### config.mk
export PLATFORM = sky130hd
export DESIGN_NAME = hilo_acc_reg
export DESIGN_NICKNAME = d
export VERILOG_FILES = /design/src/rtl/hilo_acc_reg.sv
export SDC_FILE = /design/constraint.sdc
export NUM_CORES = 1
export LEC_CHECK = 0
export BUFFER_PORTS_ARGS = -buffer_cell sky130_fd_sc_hd__buf_2
export CAP_MARGIN = 40
export CORE_ASPECT_RATIO = 1.5
export CORE_MARGIN = 2
export CORE_UTILIZATION = 53
export DETAILED_ROUTE_END_ITERATION = 16
export GPL_TIMING_DRIVEN = 0
export PLACE_DENSITY = 0.79
export RECOVER_POWER = 25
export SLEW_MARGIN = 30
export SYNTH_ARGS = -nofsm -noshare
export SYNTH_HDL_FRONTEND = slang
export SYNTH_SLANG_ARGS = --single-unit
### constraint.sdc
create_clock -name clk -period 3.8 [get_ports clk]
set_clock_uncertainty 0.1 [all_clocks]
set_input_delay 0.76 -clock clk [delete_from_list [all_inputs] [get_ports clk]]
set_output_delay 0.76 -clock clk [all_outputs]
set_load 0.05 [all_outputs]
### src/rtl/hilo_acc_reg.sv
// HI/LO special-register unit with split-carry MADD/MSUB.
// Optional sticky overflow flag: define HILO_OVF_FLAG_EN.
module hilo_acc_reg #(
   parameter int WIDTH = 32
) (
   input  logic             clk,
   input  logic             rst,
   input  logic             valid_i,
   output logic             ready_o,
   input  logic [2:0]       op_i,
   input  logic [WIDTH-1:0] hi_i,
   input  logic [WIDTH-1:0] lo_i,
   output logic [WIDTH-1:0] hi_o,
   output logic [WIDTH-1:0] lo_o,
   output logic             busy_o,
   output logic             done_o,
   output logic             ovf_o
);

   localparam logic [2:0] OP_WHI   = 3'b001;
   localparam logic [2:0] OP_WLO   = 3'b010;
   localparam logic [2:0] OP_WBOTH = 3'b011;
   localparam logic [2:0] OP_MADD  = 3'b100;
   localparam logic [2:0] OP_MSUB  = 3'b101;
   localparam logic [2:0] OP_CLR   = 3'b110;

   typedef enum logic [1:0] {IDLE, ACC_LO, ACC_HI} state_t;

   state_t             state_q, state_d;
   logic [WIDTH-1:0]   hi_q, lo_q;
   logic [2*WIDTH-1:0] b_q;
   logic               sub_q;
   logic [WIDTH-1:0]   lo_sum_q;
   logic               carry_q;
   logic               done_q;
   logic               accept;
   logic               is_acc;
   logic [WIDTH-1:0]   b_lo_eff, b_hi_eff;
   logic [WIDTH:0]     lo_sum;
   logic [WIDTH-1:0]   hi_sum;

   assign accept  = valid_i && (state_q == IDLE);
   assign is_acc  = (op_i == OP_MADD) || (op_i == OP_MSUB);
   assign ready_o = (state_q == IDLE);
   assign busy_o  = ~ready_o;
   assign done_o  = done_q;
   assign hi_o    = hi_q;
   assign lo_o    = lo_q;

   // MSUB adds ~B + 1: the +1 enters as carry-in of the low half
   assign b_lo_eff = sub_q ? ~b_q[WIDTH-1:0] : b_q[WIDTH-1:0];
   assign b_hi_eff = sub_q ? ~b_q[2*WIDTH-1:WIDTH] : b_q[2*WIDTH-1:WIDTH];
   assign lo_sum   = {1'b0, lo_q} + {1'b0, b_lo_eff}
                   + (WIDTH+1)'(sub_q);
   assign hi_sum   = hi_q + b_hi_eff + WIDTH'(carry_q);

   always_ff @(posedge clk) begin
      if (rst) state_q <= IDLE;
      else     state_q <= state_d;
   end

   always_comb begin
      state_d = state_q;
      unique case (state_q)
         IDLE:    if (accept && is_acc) state_d = ACC_LO;
         ACC_LO:  state_d = ACC_HI;
         ACC_HI:  state_d = IDLE;
         default: state_d = IDLE;
      endcase
   end

   always_ff @(posedge clk) begin
      if (rst) begin
         hi_q     <= '0;
         lo_q     <= '0;
         b_q      <= '0;
         sub_q    <= 1'b0;
         lo_sum_q <= '0;
         carry_q  <= 1'b0;
         done_q   <= 1'b0;
      end else begin
         done_q <= 1'b0;
         unique case (state_q)
            IDLE: begin
               if (accept) begin
                  unique case (op_i)
                     OP_WHI:   hi_q <= hi_i;
                     OP_WLO:   lo_q <= lo_i;
                     OP_WBOTH: begin
                        hi_q <= hi_i;
                        lo_q <= lo_i;
                     end
                     OP_CLR: begin
                        hi_q <= '0;
                        lo_q <= '0;
                     end
                     OP_MADD, OP_MSUB: begin
                        b_q   <= {hi_i, lo_i};
                        sub_q <= (op_i == OP_MSUB);
                     end
                     default: ;
                  endcase
               end
            end
            ACC_LO: begin
               lo_sum_q <= lo_sum[WIDTH-1:0];
               carry_q  <= lo_sum[WIDTH];
            end
            ACC_HI: begin
               hi_q   <= hi_sum;
               lo_q   <= lo_sum_q;
               done_q <= 1'b1;
            end
            default: ;
         endcase
      end
   end

`ifdef HILO_OVF_FLAG_EN
   logic ovf_q;
   logic ovf_set;

   // hi_q/b_hi_eff carry the operand signs; hi_sum carries the result sign
   assign ovf_set = (hi_q[WIDTH-1] == b_hi_eff[WIDTH-1])
                 && (hi_sum[WIDTH-1] != hi_q[WIDTH-1]);

   always_ff @(posedge clk) begin
      if (rst)
         ovf_q <= 1'b0;
      else if (accept && (op_i == OP_CLR))
         ovf_q <= 1'b0;
      else if ((state_q == ACC_HI) && ovf_set)
         ovf_q <= 1'b1;
   end

   assign ovf_o = ovf_q;
`else
   assign ovf_o = 1'b0;
`endif

endmodule

==> impl_metrics.json <==
{
  "outcome": "completed",
  "r2r_start": "sub_q$_SDFFE_PP0P_",
  "cts_root_buf": "clkbuf_16",
  "area_delta_synth_final_pct": 15.8,
  "yosysSeqAreaShare_pct": 33.5,
  "cts_buffers": 17,
  "maxSlewHeadroom_pct": 42.1,
  "path_class": "register to register",
  "synth_top_family_by_area": "compound AO/OA/AOI/OAI gates",
  "tightest_slew_ns": 0.865,
  "synth_top_area_share_pct": 33.5,
  "cp_cell_sequence": "buf_4 -> xor2_1 -> ha_1 -> buf_2 -> a21o_1 -> a21o_1 -> a2111oi_2 -> o211ai_2 -> a21oi_2 -> o21ai_2 -> a31oi_1 -> xor2_1 -> a2111oi_1",
  "critPathCaptureType": "register",
  "min_from": "lo_sum_q[11]$_SDFFE_PP0N_",
  "post-route-util_pct": 62.1,
  "cts.sinks": 165,
  "r2r_cells": 13,
  "die_h_um": 171,
  "grt_pass1_vias": 9654,
  "p_switching_uw": 1330,
  "synth_compound_area_share_pct": 27.2,
  "rrSetupSlack_ns": 0.11,
  "coreArea_um2": 18400,
  "portBuffers": 136,
  "cp_slowest_cell": "a2111oi_2",
  "hold_buffers": 0,
  "finalSetupViolations": 0,
  "htreeDepth": 4,
  "clk_latency_ns": 0.44,
  "fin_crit_sh_pct": 97.0,
  "synth_xor_area_share_pct": 9.06,
  "finalCriticalPeriod_ns": 3.69,
  "dpl_worst_slack_ns": -0.766,
  "antenna_found_initial": 4,
  "yosysWarnings": 0,
  "start_util_pct": 53.6,
  "p_per_area_nw_per_um2": 386,
  "fin_area_um2": 11400,
  "ant_nets": 0,
  "synthTopCellsByArea": "dfxtp_1 33%, ha_1 7.7%, nand2_1 7.2%",
  "finalHoldViolations": 0,
  "std_cell_rows": 61,
  "cellLeakagePower_uw": 0.00519,
  "crit_fanout": 11,
  "drc_errors": 0,
  "place_area_um2": 10900,
  "synthCells": 1218,
  "hpwl_mm": 23.0,
  "fmax_mhz": 271,
  "io_pins": 138,
  "num_vias": 9964,
  "syn_avg_cell_area_um2": 8.10,
  "drt-wirelength-per-cell_um": 19.1,
  "die_x_um": 115,
  "timing.hold.ws_ns": 0.355,
  "grt_pass1_wl_mm": 48.3,
  "drv_cap": 0,
  "seqPwrFrac_pct": 42.0,
  "drtPass1Iterations": 6,
  "p_comb_share_pct": 18.1,
  "clock_path_buffers": 2,
  "clockPowerShare_pct": 39.9,
  "p_sw_share_pct": 30.2,
  "muxShareOfSynthArea_pct": 0.685,
  "synthFlopType": "dfxtp_1",
  "clk_pin_slew_ns": 0.07,
  "vias_per_cell": 6.08,
  "whs_endpoint": "lo_sum_q[11]$_SDFFE_PP0N_",
  "routabilityCongestion": 0.934,
  "ir_drop_v": 0.000255,
  "synth_fa_ha_area_share_pct": 8.35,
  "synth_edf_count": 0,
  "synthesis.nets": 1352,
  "track_usage_pct": 31.5,
  "ys_seq_elements": 165,
  "placed_cells": 1606,
  "ys_async_sr_fraction_pct": 0,
  "gr-total-overflow": 0,
  "synth_cell_type_count": 75,
  "synth_commonest_cells": "189 x nand2_1, 165 x dfxtp_1, 136 x a21oi_1",
  "fin_nets": 1507,
  "r2r_end": "hi_o[30]$_SDFFE_PP0P_",
  "drive_gt1_share_pct": 11.1,
  "cts_tree": "done",
  "yosys.area.top_type": "dfxtp_1",
  "dr.first_iter.drc_count": 917,
  "finalWorstSetupSlack_ns": 0.114,
  "fin_cells": 1640,
  "drt-total-wl_mm": 31.3,
  "syn-cell-area_um2": 9860,
  "holdPathStages": 2,
  "post-synth-top-count-cell": "nand2_1",
  "cp.required_ns": 4.03,
  "yosys.area_share.simple_pct": 17.1,
  "grt_start_max_net_pins": 17,
  "cp_slowest_stage_delay_ns": 0.46,
  "hold_path_class": "register to register",
  "die_area_um2": 19700,
  "slew_viol_final": 0,
  "crit_arrival_ns": 3.91,
  "start_kind": "register",
  "p_int_uw": 3080,
  "grt_setup_unrepaired": "yes"
}
[layout by cell type, fill, tap and decap left out, drive strengths merged, types with 6 or more instances in the layout]
cell,n
nor2b,10
a211oi,16
a21oi,140
dfxtp,165
a31oi,10
nor3,18
xnor2,25
o21a,12
a21o,49
nand2,189
xor2,77
nor2,100
a221oi,17
and3,7
o21ai,57
a2111oi,8
clkbuf,143
buf,96
nand3,27
inv,26
or3,6
ha,61
nand2b,7
a222oi,31
[routing by layer]
metal / global-route usage, % / wire (um) / vias to the layer above
met5: 0 / 13 / -
met4: 19.2 / 1740 / 2
met3: 6.23 / 2290 / 135
met2: 55.6 / 15800 / 474
met1: 34.1 / 11400 / 4660
li1: - / - / 4693
[stage by stage]
stage	total power, uW	TNS [ns]
2_1_floorplan	2440	0
3_3_place_gp	2660	-8.75
3_5_place_dp	2670	-10.43
4_1_cts	4400	-0.284
5_1_grt	4540	-0.176
6_report	4400	0
[logic make-up (layout without fill, tap and decap cells)]
family | Yosys count | count (layout)
buffers and inverters | 105 | 270
XOR/XNOR | 102 | 102
flip-flops | 165 | 165
multiplexers | 6 | 6
other | 1 | 6
AO/OA/AOI/OAI | 385 | 385
AND/OR/NAND/NOR | 390 | 390
adder cells (fa/ha/maj) | 64 | 64
[what timing repair did]
| item | CTS | global route |
|---|---|---|
| setup endpoints to repair | 43 | 22 |
| pin swaps | 0 | 1 |
| resized for setup | 6 | 15 |
| setup buffers | 0 | 1 |
[power groups by stage]
stage / logic [uW] / registers, uW / clock network, uW
CTS: 793 / 1850 / 1760
global placement: 773 / 1880 / 0
global route: 864 / 1850 / 1820
finish: 799 / 1850 / 1760
floorplan: 439 / 2000 / 0
detailed placement: 788 / 1880 / 0
[critical path: cells and delay by family, from the launching register on]
kind | cells | cell delay, ns
AOI/OAI and AO/OA | 8 | 2.07
buffers and inverters | 2 | 0.42
xor gates and xnor gates | 2 | 0.28
adders and majority gates | 1 | 0.24
DFF | 1 | 0.45
[area by class of cell]
cell class / instances / area [um^2]
Inverter: 24 / 90.1
Timing Repair Buffer: 137 / 622
Clock inverter: 7 / 95.1
Fill cell: 1711 / 6980
Tap cell: 252 / 315
Clock buffer: 22 / 484
Buffer: 80 / 332
Multi-Input combinational cell: 948 / 6160
Sequential cell: 165 / 3310
Antenna cell: 5 / 12.5
[registers in the layout, summed over array words and instances (netlist names)]
signal,flops
lo_sum_q,32
sub_q,1
lo_o,32
carry_q,1
done_o,1
b_q,64
hi_o,32
state_q,2
[worst max path at each step]
| stage | to | cells after the start | slack, ns | start |
|---|---|---|---|---|
| finish | hi_o[30]$_SDFFE_PP0P_ | 13 | 0.11 | sub_q$_SDFFE_PP0P_ |
| CTS | hi_o[30]$_SDFFE_PP0P_ | 13 | -0.11 | sub_q$_SDFFE_PP0P_ |
| detailed placement | hi_o[30]$_SDFFE_PP0P_ | 14 | -0.77 | sub_q$_SDFFE_PP0P_ |
| global route | hi_o[10]$_SDFFE_PP0P_ | 12 | -0.16 | sub_q$_SDFFE_PP0P_ |
| floorplan | hi_o[30]$_SDFFE_PP0P_ | 14 | 0.01 | sub_q$_SDFFE_PP0P_ |
| global placement | hi_o[30]$_SDFFE_PP0P_ | 14 | -0.71 | sub_q$_SDFFE_PP0P_ |
No activity file was read; power rests on OpenSTA's default activity.
